==> src/rtl/uart_pkg.sv <==
// Shared UART definitions used by both the transmit and receive sides.
package uart_pkg;

  localparam int UART_DATA_BITS  = 8;
  localparam int UART_FRAME_BITS = 10;

  typedef enum logic [1:0] {
    S_IDLE,
    S_START,
    S_DATA,
    S_STOP
  } t_tx_state;

endpackage

==> src/rtl/uart_tx_fifo.sv <==
// Small synchronous byte FIFO feeding the UART transmitter; dout shows the head entry.
module uart_tx_fifo
#(
  parameter int DEPTH = 4
) (
  input  logic       clk,
  input  logic       rst,
  input  logic       push,
  input  logic       pop,
  input  logic [7:0] din,
  output logic [7:0] dout,
  output logic       full,
  output logic       empty
);

  localparam int AW = $clog2(DEPTH);

  logic [7:0]  mem_q [DEPTH];
  logic [AW:0] wptr_q, rptr_q;
  logic        do_push, do_pop;

  // Pushes into a full FIFO are dropped even when a pop frees a slot on the same edge.
  assign do_push = push && !full;
  assign do_pop  = pop && !empty;

  always_ff @(posedge clk) begin
    if (!rst) begin
      wptr_q <= '0;
      rptr_q <= '0;
    end else begin
      if (do_push) wptr_q <= wptr_q + 1'b1;
      if (do_pop)  rptr_q <= rptr_q + 1'b1;
    end
  end

  always_ff @(posedge clk) begin
    if (do_push) mem_q[wptr_q[AW-1:0]] <= din;
  end

  // The extra pointer bit separates the full and empty cases when the indices match.
  assign empty = (wptr_q == rptr_q);
  assign full  = (wptr_q[AW] != rptr_q[AW]) && (wptr_q[AW-1:0] == rptr_q[AW-1:0]);
  assign dout  = mem_q[rptr_q[AW-1:0]];

endmodule

==> src/rtl/uart_tx.sv <==
// UART transmitter: drains the TX FIFO as back-to-back 8N1 frames on tx_serial.
module uart_tx
  import uart_pkg::*;
#(
  parameter int FIFO_DEPTH = 4
) (
  input  logic        clk,
  input  logic        rst,
  input  logic [15:0] UART_CPB,
  input  logic [7:0]  UART_TDR,
  input  logic        tx_wr,
  output logic        tx_full,
  output logic        tx_busy,
  output logic        tx_serial,
  output logic        tx_done
);

  localparam logic [2:0] LAST_BIT = 3'(UART_DATA_BITS - 1);

  t_tx_state   state_q, state_d;
  logic [15:0] cntr_q, cntr_d;
  logic [15:0] cpb_q, cpb_d;
  logic [2:0]  bitcntr_q, bitcntr_d;
  logic [7:0]  shift_q, shift_d;
  logic        serial_q, serial_d;
  logic        done_q, done_d;
  logic        load, bit_end;
  logic        fifo_empty, fifo_full;
  logic [7:0]  fifo_dout;

  uart_tx_fifo #(.DEPTH(FIFO_DEPTH)) u_fifo (
    .clk   (clk),
    .rst   (rst),
    .push  (tx_wr),
    .pop   (load),
    .din   (UART_TDR),
    .dout  (fifo_dout),
    .full  (fifo_full),
    .empty (fifo_empty)
  );

  always_ff @(posedge clk) begin
    if (!rst) begin
      state_q   <= S_IDLE;
      cntr_q    <= '0;
      cpb_q     <= '0;
      bitcntr_q <= '0;
      shift_q   <= '0;
      serial_q  <= 1'b1;
      done_q    <= 1'b0;
    end else begin
      state_q   <= state_d;
      cntr_q    <= cntr_d;
      cpb_q     <= cpb_d;
      bitcntr_q <= bitcntr_d;
      shift_q   <= shift_d;
      serial_q  <= serial_d;
      done_q    <= done_d;
    end
  end

  assign bit_end = (cntr_q == cpb_q);

  always_comb begin
    state_d   = state_q;
    cntr_d    = cntr_q;
    cpb_d     = cpb_q;
    bitcntr_d = bitcntr_q;
    shift_d   = shift_q;
    serial_d  = serial_q;
    done_d    = 1'b0;
    load      = 1'b0;

    if (state_q != S_IDLE) cntr_d = bit_end ? '0 : cntr_q + 16'd1;

    case (state_q)
      S_IDLE: begin
        serial_d = 1'b1;
        load     = !fifo_empty;
      end
      S_START: begin
        if (bit_end) begin
          serial_d = shift_q[0];
          state_d  = S_DATA;
        end
      end
      S_DATA: begin
        if (bit_end) begin
          if (bitcntr_q == LAST_BIT) begin
            serial_d  = 1'b1;
            bitcntr_d = '0;
            state_d   = S_STOP;
          end else begin
            shift_d   = {1'b0, shift_q[7:1]};
            serial_d  = shift_q[1];
            bitcntr_d = bitcntr_q + 3'd1;
          end
        end
      end
      S_STOP: begin
        if (bit_end) begin
          done_d = 1'b1;
          if (!fifo_empty) begin
            load = 1'b1;
          end else begin
            serial_d = 1'b1;
            state_d  = S_IDLE;
          end
        end
      end
      default: state_d = S_IDLE;
    endcase

    // Loading a frame snapshots the bit period so later UART_CPB writes wait for the next frame.
    if (load) begin
      shift_d   = fifo_dout;
      cpb_d     = UART_CPB;
      cntr_d    = '0;
      bitcntr_d = '0;
      serial_d  = 1'b0;
      state_d   = S_START;
    end
  end

  assign tx_full   = fifo_full;
  assign tx_busy   = (state_q != S_IDLE) || !fifo_empty;
  assign tx_serial = serial_q;
  assign tx_done   = done_q;

endmodule

==> config.mk <==
export PLATFORM = sky130hd
export DESIGN_NAME = uart_tx
export DESIGN_NICKNAME = d
export VERILOG_FILES = /design/src/rtl/uart_pkg.sv /design/src/rtl/uart_tx_fifo.sv /design/src/rtl/uart_tx.sv
export SDC_FILE = /design/constraint.sdc
export NUM_CORES = 1
export LEC_CHECK = 0
export ABC_AREA = 1
export BUFFER_PORTS_ARGS = -buffer_cell sky130_fd_sc_hd__buf_4
export CORE_MARGIN = 3
export CORE_UTILIZATION = 60
export DETAILED_ROUTE_END_ITERATION = 8
export GPL_TIMING_DRIVEN = 0
export PLACE_DENSITY = 0.86
export SYNTH_ARGS = -nofsm -noshare
export SYNTH_HDL_FRONTEND = slang
export SYNTH_SLANG_ARGS = --single-unit
==> constraint.sdc <==
create_clock -name clk -period 2.3 [get_ports clk]
set_input_delay 0.46 -clock clk [delete_from_list [all_inputs] [get_ports clk]]
set_output_delay 0.46 -clock clk [all_outputs]
set_load 0.02 [all_outputs]
==> metrics.csv, run 1 <==
metric,value,unit
fin_nets,570,
mostFrequentLayoutCells,"nand2_1, nor2_1, dfxtp_1, inv_1, o21ai_0",
start_kind,register,
clk_pin_slew,0.09,ns
setup_violations,0,
tightest_slew,0.772,ns
outcome,completed,
fmax,453,MHz
yosys_warnings,0,
holdPathStages,1,
skew,0.0110,ns
max-cap-violations,0,
worstReg2RegEnd,cntr_q[14],
ant_nets,0,
portBuffers,30,
crit_required,2.54,ns
drt-pass1-iter-count,5,
synthCells,487,
fin_crit,2.21,ns
die_width,88.3,um
drtIter0Drc,210,
relSlewSlack,48.4,%
syn-cell-area,4060,um^2
r2r-start,state_q[1],
syn_avg_cell_area,8.34,um^2
initial_utilization,62.9,%
setup_ws,0.0920,ns
leakagePower,1.86,nW
synth_seq_cells,87,
htree_levels,3,
rsz0062_at_grt,true,
drive_above_1_share,16.5,%
mostFrequentLayoutCell,nand2_1,
antenna_found_initial,0,
cts_made_buffers,9,
rows,29,
slowest_stage,dfxtp_1,
ios,31,
power-per-cell-area,1160,nW/um^2
met2_usage,42.1,%
clkLatencyLatePin,0.36,ns
cp-endpoint,cntr_q[14],
cts_root_buffer,clkbuf_8,
clock-sinks,87,
grt_pass1_wl,14200,um
post-route-drc-count,0,
startpoint,state_q[1],
final_area,4630,um^2
fin_util,71.6,%
cts_buffer_depth,2,
wl_per_cell,14.3,um
rrSetupSlack,0.09,ns
placed_cell_area,4380,um^2
grt_pass1_vias,3214,
area_growth,13.9,%
use_met1,27.8,%
maxSlewViolCount,0,
grt_overflow,0,
synth.distinct_cells,29,
grt_util_all_layers,23.7,%
post-place-ws,0.0485,ns
path_max_fanout,10,
worst-setup-path-type,register to register,
die_h,88.3,um
p_total,5.38,mW
end_kind,register,
critPathMaxStageDelay,0.39,ns
gp_congestion,0.890,
via_per_inst,5.51,
setup_tns,0,ns
crit_chain,inv_1 > ha_1 > buf_2 > nor2_2 > nand2_1 > nor2_1 > nand4_1 > nor3_2 > nand2_1 > xor2_1 > inv_1 > nor2_1,
hold_viol,0,
cts_tree,built,
grt_busiest_layer,met2,
place_hpwl,6220,um
totalWireLength,8750,um
grt_start_max_net_pins,16,
ys_seq_area_share,50.8,%
use_met3,5.49,%
vias,3369,
r2r_cells,12,
crit_arrival,2.45,ns
synth_fp_nets,528,
vdd_drop_max,0.000766,V
die-area,7790,um^2
n_antenna_cell,0,
core,6460,um^2
hold_class,primary input to register,
finalCritPeriodShare,96.0,%
==> power breakdown <==
part           internal (mW)  switching, mW
sequential              1.85          0.167
clock                  0.612          0.572
combinational          0.793           1.39
total                   3.26           2.13
==> worst min-delay path by stage <==
stage                             from                  to  slack (ns)
after global routing       UART_TDR[3]  u_fifo.mem_q[2][3]        0.29
after floorplan           bitcntr_q[0]        bitcntr_q[0]        0.43
after global placement    bitcntr_q[0]        bitcntr_q[0]        0.45
after CTS                  UART_TDR[6]  u_fifo.mem_q[2][6]        0.28
after detailed placement  bitcntr_q[0]        bitcntr_q[0]        0.46
final                      UART_TDR[6]  u_fifo.mem_q[2][6]        0.29
==> flip-flops by register name (all words and copies together), names as in the netlist, named ones only <==
register / flops
u_fifo.mem_q: 32
u_fifo.wptr_q: 3
state_q: 2
u_fifo.rptr_q: 3
bitcntr_q: 3
tx_serial: 1
tx_done: 1
cntr_q: 16
cpb_q: 16
shift_q: 8
==> critical path, delay by kind of cell (launching register included) <==
family | cells | cell delay, ns
fa+ha+maj | 1 | 0.18
simple gates | 7 | 0.99
flops | 1 | 0.39
xor+xnor | 1 | 0.15
buf+inv | 3 | 0.36
==> routing by layer <==
| metal | share of wire, % | routed length (um) |
|---|---|---|
| met5 | 0 | 0 |
| met1 | 41 | 3630 |
| met2 | 53 | 4600 |
| met3 | 5.0 | 434 |
| met4 | 1.0 | 89 |
==> what timing repair did <==
action | 4_1_cts | 5_1_grt
buffers inserted | 0 | 1
gates resized for setup | 0 | 5
endpoints found under the setup margin | 0 | 4
hold buffers | 0 | 0
==> through the flow <==
stage | std cells | hold WS [ns]
floorplan | 487 | 0.428
global placement | 594 | 0.446
detailed placement | 594 | 0.458
CTS | 610 | 0.285
global route | 611 | 0.286
finish | 611 | 0.290
==> synth_stat cells <==
cell	instances	area (um^2)
a21oi_1	36	180
a21oi_2	1	8.76
a21oi_4	1	16.3
buf_2	3	15.0
buf_6	5	56.3
clkbuf_1	4	15.0
dfxtp_1	55	1100
edfxtp_1	32	961
ha_1	14	175
inv_1	45	169
inv_2	10	37.5
nand2_1	103	387
nand2_2	2	12.5
nand2_4	1	11.3
nand3_1	18	90.1
nand3_2	1	10.0
nand3_4	1	17.5
nand4_1	4	25.0
nor2_1	69	259
nor2_4	3	33.8
nor3_1	7	35.0
nor4_1	6	37.5
o21ai_0	40	200
o21ai_1	2	10.0
o21ai_2	7	61.3
o22ai_1	8	50.1
xnor2_1	1	8.76
xnor2_2	1	16.3
xor2_1	7	61.3
==> cell type report <==
type,instances,area (um^2)
Clock inverter,7,96.3
Buffer,12,86.3
Tap cell,77,96.3
Timing Repair Buffer,31,233
Inverter,55,206
Multi-Input combinational cell,333,1720
Sequential cell,87,2060
Clock buffer,9,124
Fill cell,509,1830
==> cells by family after synthesis <==
| logic type | after synthesis | share of synthesized area, % |
|---|---|---|
| xor+xnor | 9 | 2.13 |
| fa+ha+maj | 14 | 4.31 |
| flops | 87 | 50.8 |
| compound gates | 95 | 13.0 |
| buf+inv | 67 | 7.21 |
| simple gates | 215 | 22.6 |
(Power assumes the default switching activity.)
==> inputs of run 2 (changes only) <==
--- a/config.mk
+++ b/config.mk
@@ -7,6 +7,7 @@
 export LEC_CHECK = 0
 export ABC_AREA = 1
 export BUFFER_PORTS_ARGS = -buffer_cell sky130_fd_sc_hd__buf_4
+export CORE_ASPECT_RATIO = 1.4
 export CORE_MARGIN = 3
 export CORE_UTILIZATION = 60
 export DETAILED_ROUTE_END_ITERATION = 8
==> run 2 against run 1 <==
- sequential share of layout area decreased by 0.22 points
- sequential power about the same
- die area rose by 0.18%
- clock power is 12% higher
- combinational power barely moved
- register-to-register slack better by 0.097 ns
- cell area rose by 0.57%
- count of clock-buffer cells in the layout did not move
- critical path type unchanged
- largest cell class unchanged
==> metrics.csv, run 2 (synthesis results as in run 1) <==
metric,value,unit,change
crit_arrival,2.40,ns,-0.05 ns
p_total,5.54,mW,+2.9%
rrSetupSlack,0.19,ns,+0.10 ns
die_h,103,um,+17%
drtIter0Drc,195,,-7.1%
met2_length,4890,um,+6.4%
worstReg2RegEnd,cntr_q[12],,
rows,34,,+17%
mostFrequentLayoutCell,nand2_1,,
cts_buffer_depth,2,,unchanged
holdPathStages,1,,unchanged
holdWs,0.281,ns,-0.00865 ns
fin_crit,2.11,ns,-0.0971 ns
mostFrequentLayoutCells,"nand2_1, nor2_1, dfxtp_1, inv_1, o21ai_0",,
core,6380,um^2,-1.2%
htree_levels,3,,unchanged
multi_input_area,1720,um^2,+0.15%
area_growth,14.6,%,
relSlewSlack,42.2,%,-6.1 points
cts_tree,built,,
r2r_cells,11,,-1
start_kind,register,,
grt_pass1_wl,14400,um,+1.7%
hold_start,UART_TDR[5],,
maxSlewViolCount,0,,unchanged
end_kind,register,,
ant_nets,0,,unchanged
clkLatencyLatePin,0.38,ns,+0.02 ns
hold_class,primary input to register,,
largest_reg_flops,32,,unchanged
power-per-cell-area,1190,nW/um^2,+2.3%
fin_util,72.9,%,+1.3 points
fmax,474,MHz,+4.6%
tightest_slew,0.863,ns,+0.0918 ns
path_max_fanout,10,,unchanged
seq_area,2060,um^2,about the same
die-area,7810,um^2,+0.18%
worst-setup-path-type,register to register,,
n_antenna_cell,0,,unchanged
gp_congestion,0.879,,-1.1%
placed_cell_area,4380,um^2,-0.14%
grt_pass1_vias,3300,,+2.7%
hold_viol,0,,unchanged
initial_utilization,63.6,%,+0.76 points
setup_violations,0,,unchanged
drt-pass1-iter-count,4,,-1
grt_overflow,0,,unchanged
drive_above_1_share,16.7,%,+0.19 points
fillers,462,,-9.2%
min_to,u_fifo.mem_q[2][5],,
wl_met3,357,um,-18%
r2r-start,state_q[0],,
leakagePower,1.89,nW,+1.4%
crit_required,2.59,ns,+0.05 ns
routed.top_layer,met4,,
totalWireLength,8670,um,-0.97%
post-route-drc-count,0,,unchanged
fin_nets,570,,unchanged
finalCritPeriodShare,91.8,%,-4.2 points
vias,3332,,-1.1%
clock-sinks,87,,unchanged
hold_buffers,0,,unchanged
cts_root_buffer,clkbuf_8,,
final_area,4650,um^2,+0.57%
vdd_drop_max,0.000986,V,+29%
skew,0.0160,ns,+0.00493 ns
grt_util_all_layers,24.5,%,+0.85 points
wl_per_cell,14.3,um,-0.15%
place_hpwl,6210,um,-0.14%
clk_pin_slew,0.09,ns,about the same
antenna_found_initial,0,,unchanged
die_width,75.5,um,-14%
drt-met1-wl,3210,um,-12%
grt_start_max_net_pins,17,,+1
max-cap-violations,0,,unchanged
via_per_inst,5.50,,-0.28%
outcome,completed,,
portBuffers,30,,unchanged
cts_made_buffers,9,,unchanged
ios,31,,unchanged
[run 2: worst max path at each step]
stage                     startpoint         end  slack [ns]  cells after the start
final                     state_q[0]  cntr_q[12]        0.19                     11
after detailed placement  state_q[0]  cntr_q[14]      -0.002                     12
after CTS                 state_q[0]  cntr_q[14]        0.04                     12
after global routing      state_q[0]  cntr_q[12]      -0.002                     11
after floorplan           state_q[0]  cntr_q[14]        0.38                     12
after global placement    state_q[0]  cntr_q[14]       0.006                     12
[run 2: timing repair]
action / in CTS / in global routing
pin swaps: 0 / 1
gates resized for setup: 1 / 6
endpoints found under the setup margin: 1 / 3
buffers inserted: 0 / 1
[run 2: through the flow]
stage / setup TNS [ns] / setup slack [ns] / instances
2_1_floorplan: 0 / 0.378 / 487
3_3_place_gp: 0 / 0.00617 / 589
3_5_place_dp: -0.00152 / -0.00152 / 589
4_1_cts: 0 / 0.0427 / 605
5_1_grt: -0.00222 / -0.00222 / 606
6_report: 0 / 0.189 / 606
[run 2: layout make-up]
cell class / instances / share of cell area (%)
sequential: 87 / 44.4
multi-input combinational: 333 / 37.1
timing repair buffer: 31 / 5.00
inverter: 55 / 4.44
clock inverter: 7 / 2.69
clock buffer: 9 / 2.66
tap: 72 / 1.94
buffer: 12 / 1.86
[run 2: per-layer routing]
metal	GRT usage, %	vias to the layer above
met3	4.93	17
li1	-	1686
met1	25.1	1554
met2	46.0	75
met5	0	-
met4	11.8	0
[run 2: report_power, final]
group	switching (mW)	total, mW	internal, mW
clock network	0.586	1.32	0.737
logic	1.40	2.19	0.791
registers	0.169	2.02	1.85
total	2.16	5.54	3.38
[run 2: critical path, stage by stage, from the launching register on]
cell and delay, ns:
dfxtp_2 0.37, inv_1 0.09, ha_1 0.20, buf_2 0.20, nor2_4 0.16, nand2_1 0.08, nor2_1 0.16, nand4_1 0.17
buf_4 0.18, nor2_1 0.13, a21oi_1 0.09, nor4_1 0.21
